$ cat config.mk
export PLATFORM = sky130hd
export DESIGN_NAME = fcore_program_loader
export DESIGN_NICKNAME = d
export VERILOG_FILES = /design/src/rtl/fcore_loader_pkg.sv /design/src/rtl/fcore_opcode_classifier.sv /design/src/rtl/fcore_program_loader.sv
export SDC_FILE = /design/constraint.sdc
export NUM_CORES = 1
export LEC_CHECK = 0
export ABC_AREA = 0
export BUFFER_PORTS_ARGS = -buffer_cell sky130_fd_sc_hd__buf_2
export CAP_MARGIN = 0
export CELL_PAD_IN_SITES_DETAIL_PLACEMENT = 1
export CELL_PAD_IN_SITES_GLOBAL_PLACEMENT = 2
export CORE_ASPECT_RATIO = 1.5
export CORE_UTILIZATION = 30
export CTS_BUF_LIST = sky130_fd_sc_hd__clkbuf_16
export DETAILED_ROUTE_END_ITERATION = 16
export PLACE_DENSITY = 0.75
export SETUP_SLACK_MARGIN = 0.4
export SYNTH_ARGS = -nofsm -noshare
export SYNTH_HDL_FRONTEND = slang
export SYNTH_SLANG_ARGS = --single-unit
$ cat constraint.sdc
create_clock -name clock -period 4.7 [get_ports clock]
set_input_delay 0.94 -clock clock [delete_from_list [all_inputs] [get_ports clock]]
set_output_delay 0.94 -clock clock [all_outputs]
set_load 0.01 [all_outputs]
$ cat src/rtl/fcore_loader_pkg.sv
// Shared types and constants for the fCore program loader: FSM states, error causes and ISA opcodes.
package fcore_loader_pkg;

  typedef enum logic [2:0] {
    ST_IDLE      = 3'd0,
    ST_HEADER    = 3'd1,
    ST_INSTR     = 3'd2,
    ST_IMMEDIATE = 3'd3,
    ST_CHECKSUM  = 3'd4,
    ST_DONE      = 3'd5,
    ST_ERROR     = 3'd6
  } loader_state_t;

  localparam int LOADER_ERR_W = 3;

  localparam logic [LOADER_ERR_W-1:0] ERR_NONE         = 3'd0;
  localparam logic [LOADER_ERR_W-1:0] ERR_BAD_OPCODE   = 3'd1;
  localparam logic [LOADER_ERR_W-1:0] ERR_LEN_ZERO     = 3'd2;
  localparam logic [LOADER_ERR_W-1:0] ERR_LEN_OVF      = 3'd3;
  localparam logic [LOADER_ERR_W-1:0] ERR_EARLY_LAST   = 3'd4;
  localparam logic [LOADER_ERR_W-1:0] ERR_MISSING_LAST = 3'd5;
  localparam logic [LOADER_ERR_W-1:0] ERR_NO_STOP      = 3'd6;
  localparam logic [LOADER_ERR_W-1:0] ERR_CHECKSUM     = 3'd7;

  // fCore ISA opcode map; ABS is the highest defined opcode.
  localparam int unsigned OP_NOP    = 0;
  localparam int unsigned OP_ADD    = 1;
  localparam int unsigned OP_SUB    = 2;
  localparam int unsigned OP_MUL    = 3;
  localparam int unsigned OP_ITF    = 4;
  localparam int unsigned OP_FTI    = 5;
  localparam int unsigned OP_LDC    = 6;
  localparam int unsigned OP_LDR    = 7;
  localparam int unsigned OP_BGT    = 8;
  localparam int unsigned OP_BLE    = 9;
  localparam int unsigned OP_BEQ    = 10;
  localparam int unsigned OP_BNE    = 11;
  localparam int unsigned OP_STOP   = 12;
  localparam int unsigned OP_AND    = 13;
  localparam int unsigned OP_OR     = 14;
  localparam int unsigned OP_NOT    = 15;
  localparam int unsigned OP_SATP   = 16;
  localparam int unsigned OP_SATN   = 17;
  localparam int unsigned OP_REC    = 18;
  localparam int unsigned OP_POPCNT = 19;
  localparam int unsigned OP_ABS    = 20;

endpackage

$ cat src/rtl/fcore_opcode_classifier.sv
// Combinational decode of an fCore opcode into legality, immediate-follows and STOP flags.
module fcore_opcode_classifier
  import fcore_loader_pkg::*;
#(
  parameter int OPCODE_WIDTH = 5
) (
  input  logic [OPCODE_WIDTH-1:0] opcode,
  output logic                    legal,
  output logic                    has_immediate,
  output logic                    is_stop
);

  logic [31:0] op_ext;

  assign op_ext        = 32'(opcode);
  assign legal         = (op_ext <= OP_ABS);
  assign has_immediate = (op_ext == OP_LDC);
  assign is_stop       = (op_ext == OP_STOP);

endmodule

$ cat src/rtl/fcore_program_loader.sv
// AXI-Stream program image loader for fCore instruction RAM with opcode validation.
// Optional trailing XOR checksum beat enabled by defining FCORE_LOADER_CHECKSUM_EN.
module fcore_program_loader
  import fcore_loader_pkg::*;
#(
  parameter int ADDR_WIDTH   = 12,
  parameter int DATA_WIDTH   = 32,
  parameter int OPCODE_WIDTH = 5
) (
  input  logic                    clock,
  input  logic                    reset,
  input  logic                    start,
  input  logic [DATA_WIDTH-1:0]   prog_data,
  input  logic                    prog_valid,
  input  logic                    prog_last,
  output logic                    prog_ready,
  output logic                    mem_we,
  output logic [ADDR_WIDTH-1:0]   mem_addr,
  output logic [DATA_WIDTH-1:0]   mem_wdata,
  output logic                    busy,
  output logic                    load_done,
  output logic                    load_error,
  output logic [LOADER_ERR_W-1:0] error_code,
  output logic [ADDR_WIDTH:0]     prog_length,
  output loader_state_t           fsm_state
);

  // Handshake: a beat transfers on a clock edge where prog_valid and prog_ready are both high;
  // prog_ready depends only on the registered state, never on prog_valid.

  localparam logic [ADDR_WIDTH:0] MAX_LEN = {1'b1, {ADDR_WIDTH{1'b0}}};

  loader_state_t             state_q, state_n;
  logic                      draining_q, draining_n;
  logic [ADDR_WIDTH:0]       len_q, len_n;
  logic [ADDR_WIDTH:0]       cnt_q, cnt_n;
  logic                      done_q, done_n;
  logic                      err_q, err_n;
  logic [LOADER_ERR_W-1:0]   code_q, code_n;
  logic                      we_q, we_n;
  logic [ADDR_WIDTH-1:0]     addr_q, addr_n;
  logic [DATA_WIDTH-1:0]     wdata_q, wdata_n;
`ifdef FCORE_LOADER_CHECKSUM_EN
  logic [DATA_WIDTH-1:0]     csum_q, csum_n;
`endif

  logic                      accept, is_final, fail, write_word;
  logic [LOADER_ERR_W-1:0]   fail_code;
  logic [ADDR_WIDTH:0]       hdr_len;
  logic                      op_legal, op_has_imm, op_is_stop;

  fcore_opcode_classifier #(.OPCODE_WIDTH(OPCODE_WIDTH)) u_classifier (
    .opcode        (prog_data[OPCODE_WIDTH-1:0]),
    .legal         (op_legal),
    .has_immediate (op_has_imm),
    .is_stop       (op_is_stop)
  );

  assign prog_ready = (state_q == ST_HEADER) || (state_q == ST_INSTR) ||
                      (state_q == ST_IMMEDIATE) || (state_q == ST_CHECKSUM) ||
                      (state_q == ST_ERROR);
  assign busy       = (state_q == ST_HEADER) || (state_q == ST_INSTR) ||
                      (state_q == ST_IMMEDIATE) || (state_q == ST_CHECKSUM) ||
                      ((state_q == ST_ERROR) && draining_q);
  assign accept     = prog_valid && prog_ready;
  assign hdr_len    = prog_data[ADDR_WIDTH:0];
  // Word count reaching N-1 means the beat on the bus is program word N.
  assign is_final   = (cnt_q == (len_q - 1'b1));

  always_comb begin
    state_n    = state_q;
    draining_n = draining_q;
    len_n      = len_q;
    cnt_n      = cnt_q;
    done_n     = done_q;
    err_n      = err_q;
    code_n     = code_q;
    we_n       = 1'b0;
    addr_n     = addr_q;
    wdata_n    = wdata_q;
`ifdef FCORE_LOADER_CHECKSUM_EN
    csum_n     = csum_q;
`endif
    fail       = 1'b0;
    fail_code  = ERR_NONE;
    write_word = 1'b0;

    if (start) begin
      state_n    = ST_HEADER;
      draining_n = 1'b0;
      len_n      = '0;
      cnt_n      = '0;
      done_n     = 1'b0;
      err_n      = 1'b0;
      code_n     = ERR_NONE;
      addr_n     = '0;
`ifdef FCORE_LOADER_CHECKSUM_EN
      csum_n     = '0;
`endif
    end else if (accept) begin
      case (state_q)
        ST_HEADER: begin
          if (hdr_len > MAX_LEN) begin
            fail = 1'b1; fail_code = ERR_LEN_OVF;
          end else if (hdr_len == '0) begin
            fail = 1'b1; fail_code = ERR_LEN_ZERO;
          end else if (prog_last) begin
            fail = 1'b1; fail_code = ERR_EARLY_LAST;
          end else begin
            len_n   = hdr_len;
            state_n = ST_INSTR;
          end
        end
        ST_INSTR: begin
          if (!op_legal) begin
            fail = 1'b1; fail_code = ERR_BAD_OPCODE;
          end else if (is_final) begin
            if (!op_is_stop) begin
              fail = 1'b1; fail_code = ERR_NO_STOP;
`ifdef FCORE_LOADER_CHECKSUM_EN
            end else if (prog_last) begin
              fail = 1'b1; fail_code = ERR_EARLY_LAST;
            end else begin
              write_word = 1'b1;
              state_n    = ST_CHECKSUM;
            end
`else
            end else if (!prog_last) begin
              fail = 1'b1; fail_code = ERR_MISSING_LAST;
            end else begin
              write_word = 1'b1;
              done_n     = 1'b1;
              state_n    = ST_DONE;
            end
`endif
          end else if (prog_last) begin
            fail = 1'b1; fail_code = ERR_EARLY_LAST;
          end else begin
            write_word = 1'b1;
            state_n    = op_has_imm ? ST_IMMEDIATE : ST_INSTR;
          end
        end
        ST_IMMEDIATE: begin
          // An immediate landing on word N leaves no room for the terminating STOP.
          if (is_final) begin
            fail = 1'b1; fail_code = ERR_NO_STOP;
          end else if (prog_last) begin
            fail = 1'b1; fail_code = ERR_EARLY_LAST;
          end else begin
            write_word = 1'b1;
            state_n    = ST_INSTR;
          end
        end
`ifdef FCORE_LOADER_CHECKSUM_EN
        ST_CHECKSUM: begin
          if (prog_data != csum_q) begin
            fail = 1'b1; fail_code = ERR_CHECKSUM;
          end else if (!prog_last) begin
            fail = 1'b1; fail_code = ERR_MISSING_LAST;
          end else begin
            done_n  = 1'b1;
            state_n = ST_DONE;
          end
        end
`endif
        ST_ERROR: begin
          if (draining_q && prog_last) draining_n = 1'b0;
        end
        default: ;
      endcase

      if (fail) begin
        state_n    = ST_ERROR;
        err_n      = 1'b1;
        code_n     = fail_code;
        draining_n = !prog_last;
      end

      if (write_word) begin
        we_n    = 1'b1;
        addr_n  = cnt_q[ADDR_WIDTH-1:0];
        wdata_n = prog_data;
        cnt_n   = cnt_q + 1'b1;
`ifdef FCORE_LOADER_CHECKSUM_EN
        csum_n  = csum_q ^ prog_data;
`endif
      end
    end
  end

  always_ff @(posedge clock) begin
    if (!reset) begin
      state_q    <= ST_IDLE;
      draining_q <= 1'b0;
      len_q      <= '0;
      cnt_q      <= '0;
      done_q     <= 1'b0;
      err_q      <= 1'b0;
      code_q     <= ERR_NONE;
      we_q       <= 1'b0;
      addr_q     <= '0;
      wdata_q    <= '0;
`ifdef FCORE_LOADER_CHECKSUM_EN
      csum_q     <= '0;
`endif
    end else begin
      state_q    <= state_n;
      draining_q <= draining_n;
      len_q      <= len_n;
      cnt_q      <= cnt_n;
      done_q     <= done_n;
      err_q      <= err_n;
      code_q     <= code_n;
      we_q       <= we_n;
      addr_q     <= addr_n;
      wdata_q    <= wdata_n;
`ifdef FCORE_LOADER_CHECKSUM_EN
      csum_q     <= csum_n;
`endif
    end
  end

  assign mem_we      = we_q;
  assign mem_addr    = addr_q;
  assign mem_wdata   = wdata_q;
  assign load_done   = done_q;
  assign load_error  = err_q;
  assign error_code  = code_q;
  assign prog_length = cnt_q;
  assign fsm_state   = state_q;

endmodule

==> reports/metrics.yaml <==
cts:
  ctsHoldBuffers: 0
  clkTransAtPathRegs_ns: 0.07
  clock-root-buffer: "clkbuf_16"
  h-tree-depth: 3
  post_cts.repair.setup_buffers: 0
  cts_tree: "done"
  clk_latency_ns: 0.34
  clk_path_buf_depth: 2
  cts.repair.resized: 0
  cts_num_sinks: 80
  cts_buffers: 9
yosys:
  synthFlopType: "dfxtp_1"
  syn_area_mm2: 0.00398
  ys_seq_area_share_pct: 40.2
  yosysWarnings: 0
  synth_top_area_share_pct: 40.2
  synthArstFlopShare_pct: 0
  synthCells: 486
  ys_top_cells_by_area: "dfxtp_1, mux2i_1, a21oi_1"
  synthDistinctLibCells: 60
  ys_ff_latch: 80
  yosysTopAreaCell: "dfxtp_1"
  synth_edf_count: 0
  post-synth-top-count-cell: "dfxtp_1"
  synth_nets: 525
  synth_common_cells: "dfxtp_1, nand2_1, nor2_1, a21oi_1, o21ai_0"
  syn_area_per_cell_um2: 8.19
power:
  p_leak_nw: 1.99
  finalPower_w: 0.00146
  p_per_area_mw_per_mm2: 298
  vdd_drop_max_mv: 0.148
worst_setup_path:
  cp-end-kind: "flip-flop"
  worstPathMaxFanout: 12
  crit_path_max_incr_delay_ns: 0.56
  required_ns: 4.92
  critPathSlowestCell: "nand2_1"
  worstPathArrival_ns: 4.09
  crit_path_start_kind: "flip-flop"
  path_cells: "inv_1 -> ha_1 -> or4b_4 -> or3_4 -> a2111oi_4 -> nand4_1 -> o31ai_4 -> nand2_1 -> xnor2_1 -> nor2_1"
  path_class: "flip-flop to flip-flop"
place:
  dpl_cell_area_mm2: 0.00461
  detailed_place_hpwl_um: 9590
  dp.cells: 721
  io_buffers: 104
  place.gp.congestion: 0.897
finish:
  n_fill_cell: 1622
  instances_no_fill: 737
  nNetsFinal: 612
  area_delta_synth_final_pct: 22.8
  diodes: 0
  drive_gt1_share_pct: 23.9
  stdcell_area_mm2: 0.00489
detailed_routing:
  drtIter0Drc: 136
  vias: 3934
  viasPerCell: 5.34
  drc: 0
  dr.pass1.iters: 4
  ant_nets: 0
  routedWlPerCell_um: 17.4
  wl_um: 12800
sta:
  finalCritPeriodShare_pct: 82.2
  tightest_slew_ns: 0.809
  setup_viol: 0
  hold_violations: 0
  rsz0062_at_grt: "false"
  finalCriticalPeriod_ns: 3.86
  relSlewSlack_pct: 45.7
  maxSlewViolCount: 0
  skew_ns: 0.00912
  clock.fmax_ghz: 0.259
  fin_tns_setup_ns: 0
floorplan:
  io-pin-count: 105
  dieArea_mm2: 0.0137
  num_rows: 51
  core_mm2: 0.0130
  initial_core_util_pct: 30.7
  die_h_um: 143
  die-width_um: 96.1
global_route:
  track_usage_pct: 19.8
  grt_start_max_net_pins: 48
  antenna_found_initial: 0
  grt_first_pass_wirelength_um: 20800
  grt_pass1_vias: 3985
  overflow: 0
run_status:
  status: "finished clean"
min_path:
  hold_class: "flip-flop to flip-flop"
job:
  max_cap_violations: 0
## worst max-delay path: cells and delay by family (launching register included)
| family | cells | cell delay, ns |
|---|---|---|
| AND/OR/NAND/NOR | 5 | 1.79 |
| AO/OA/AOI/OAI | 2 | 0.92 |
| flip-flops | 1 | 0.36 |
| XOR/XNOR | 1 | 0.31 |
| adder cells (fa/ha/maj) | 1 | 0.28 |
| buffers and inverters | 1 | 0.07 |
## per-layer routing
metal | global-route usage, % | vias up | share of wire (%)
li1 | - | 1903 | -
met1 | 22.6 | 1887 | 41
met2 | 34.7 | 119 | 51
met3 | 4.37 | 25 | 4.9
met4 | 8.72 | 0 | 3.1
met5 | 0 | - | 0
## path summary, 6_finish.rpt
| path | end | cells after the start | slack [ns] | start |
|---|---|---|---|---|
| max | prog_length[0]$_SDFFE_PP0P_ | 10 | 0.84 | len_q[0]$_SDFFE_PP0P_ |
| min | load_done$_SDFFE_PP0P_ | 2 | 0.44 | load_done$_SDFFE_PP0P_ |
| max reg2reg | prog_length[0]$_SDFFE_PP0P_ | 10 | 0.84 | len_q[0]$_SDFFE_PP0P_ |
| min reg2reg | load_done$_SDFFE_PP0P_ | 2 | 0.44 | load_done$_SDFFE_PP0P_ |
## where the power goes
part           switching [W]  internal (W)  leakage, nW
clock               0.000312      0.000364        0.136
sequential        0.00000665      0.000681        0.645
combinational      0.0000604     0.0000355         1.21
total               0.000379       0.00108         1.99
## sequential cells by signal, indices dropped and copies added (netlist names)
signal and cells:
mem_wdata 32, len_q 13, prog_length 13, mem_addr 12, error_code 3, fsm_state 3, draining_q 1, load_done 1
load_error 1, mem_we 1
## through the flow
stage	hold WS, ns	setup slack [ns]	utilization [%]
6_report	0.445	0.836	37.8
5_1_grt	0.479	0.534	37.8
4_1_cts	0.446	0.806	37.8
3_5_place_dp	0.436	0.801	35.6
3_3_place_gp	0.436	1.01	35.6
2_1_floorplan	0.470	1.39	-
## logic make-up (layout without fill, tap and decap cells)
kind of cell / count (synthesis) / after routing / synth area share (%)
adder cells (fa/ha/maj): 2 / 2 / 0.628
AO/OA/AOI/OAI: 124 / 124 / 19.5
buffers and inverters: 43 / 135 / 4.24
AND/OR/NAND/NOR: 188 / 188 / 23.7
XOR/XNOR: 23 / 23 / 5.06
multiplexers: 26 / 26 / 6.63
flip-flops: 80 / 80 / 40.2
## placed cells by master, fill, tap and decap left out, drive strengths merged, types with 2 or more instances in the layout
cell type,Yosys,routed
nor2b,4,4
xor2,5,5
or3b,2,2
dfxtp,80,80
o41ai,2,2
o31ai,3,3
a2111oi,2,2
nor4b,3,3
clkbuf,19,9
nand3,29,29
xnor2,18,18
buf,12,107
o211ai,2,2
and2,4,4
o21ai,41,41
ha,2,2
nor4,4,4
and3,3,3
or3,7,7
and4,4,4
o21bai,2,2
nor2,47,47
nand2b,5,5
o21a,2,2
a211oi,3,3
nand2,49,49
clkinv,0,3
nor3,10,10
a21oi,45,45
mux2,3,3
mux2i,23,23
inv,12,15
nand4,11,11
a21o,6,6
o22ai,3,3
## layout make-up
| type | count | area [um^2] | area share, % |
|---|---|---|---|
| clock inverters | 7 | 53.8 | 1.10 |
| clock buffers | 9 | 225 | 4.60 |
| flip-flops and latches | 80 | 1600 | 32.7 |
| well taps | 159 | 199 | 4.07 |
| inverters | 12 | 45.0 | 0.921 |
| repair buffers | 107 | 543 | 11.1 |
| multi-input cells | 363 | 2220 | 45.5 |
Power figures use the tool's default switching activity.
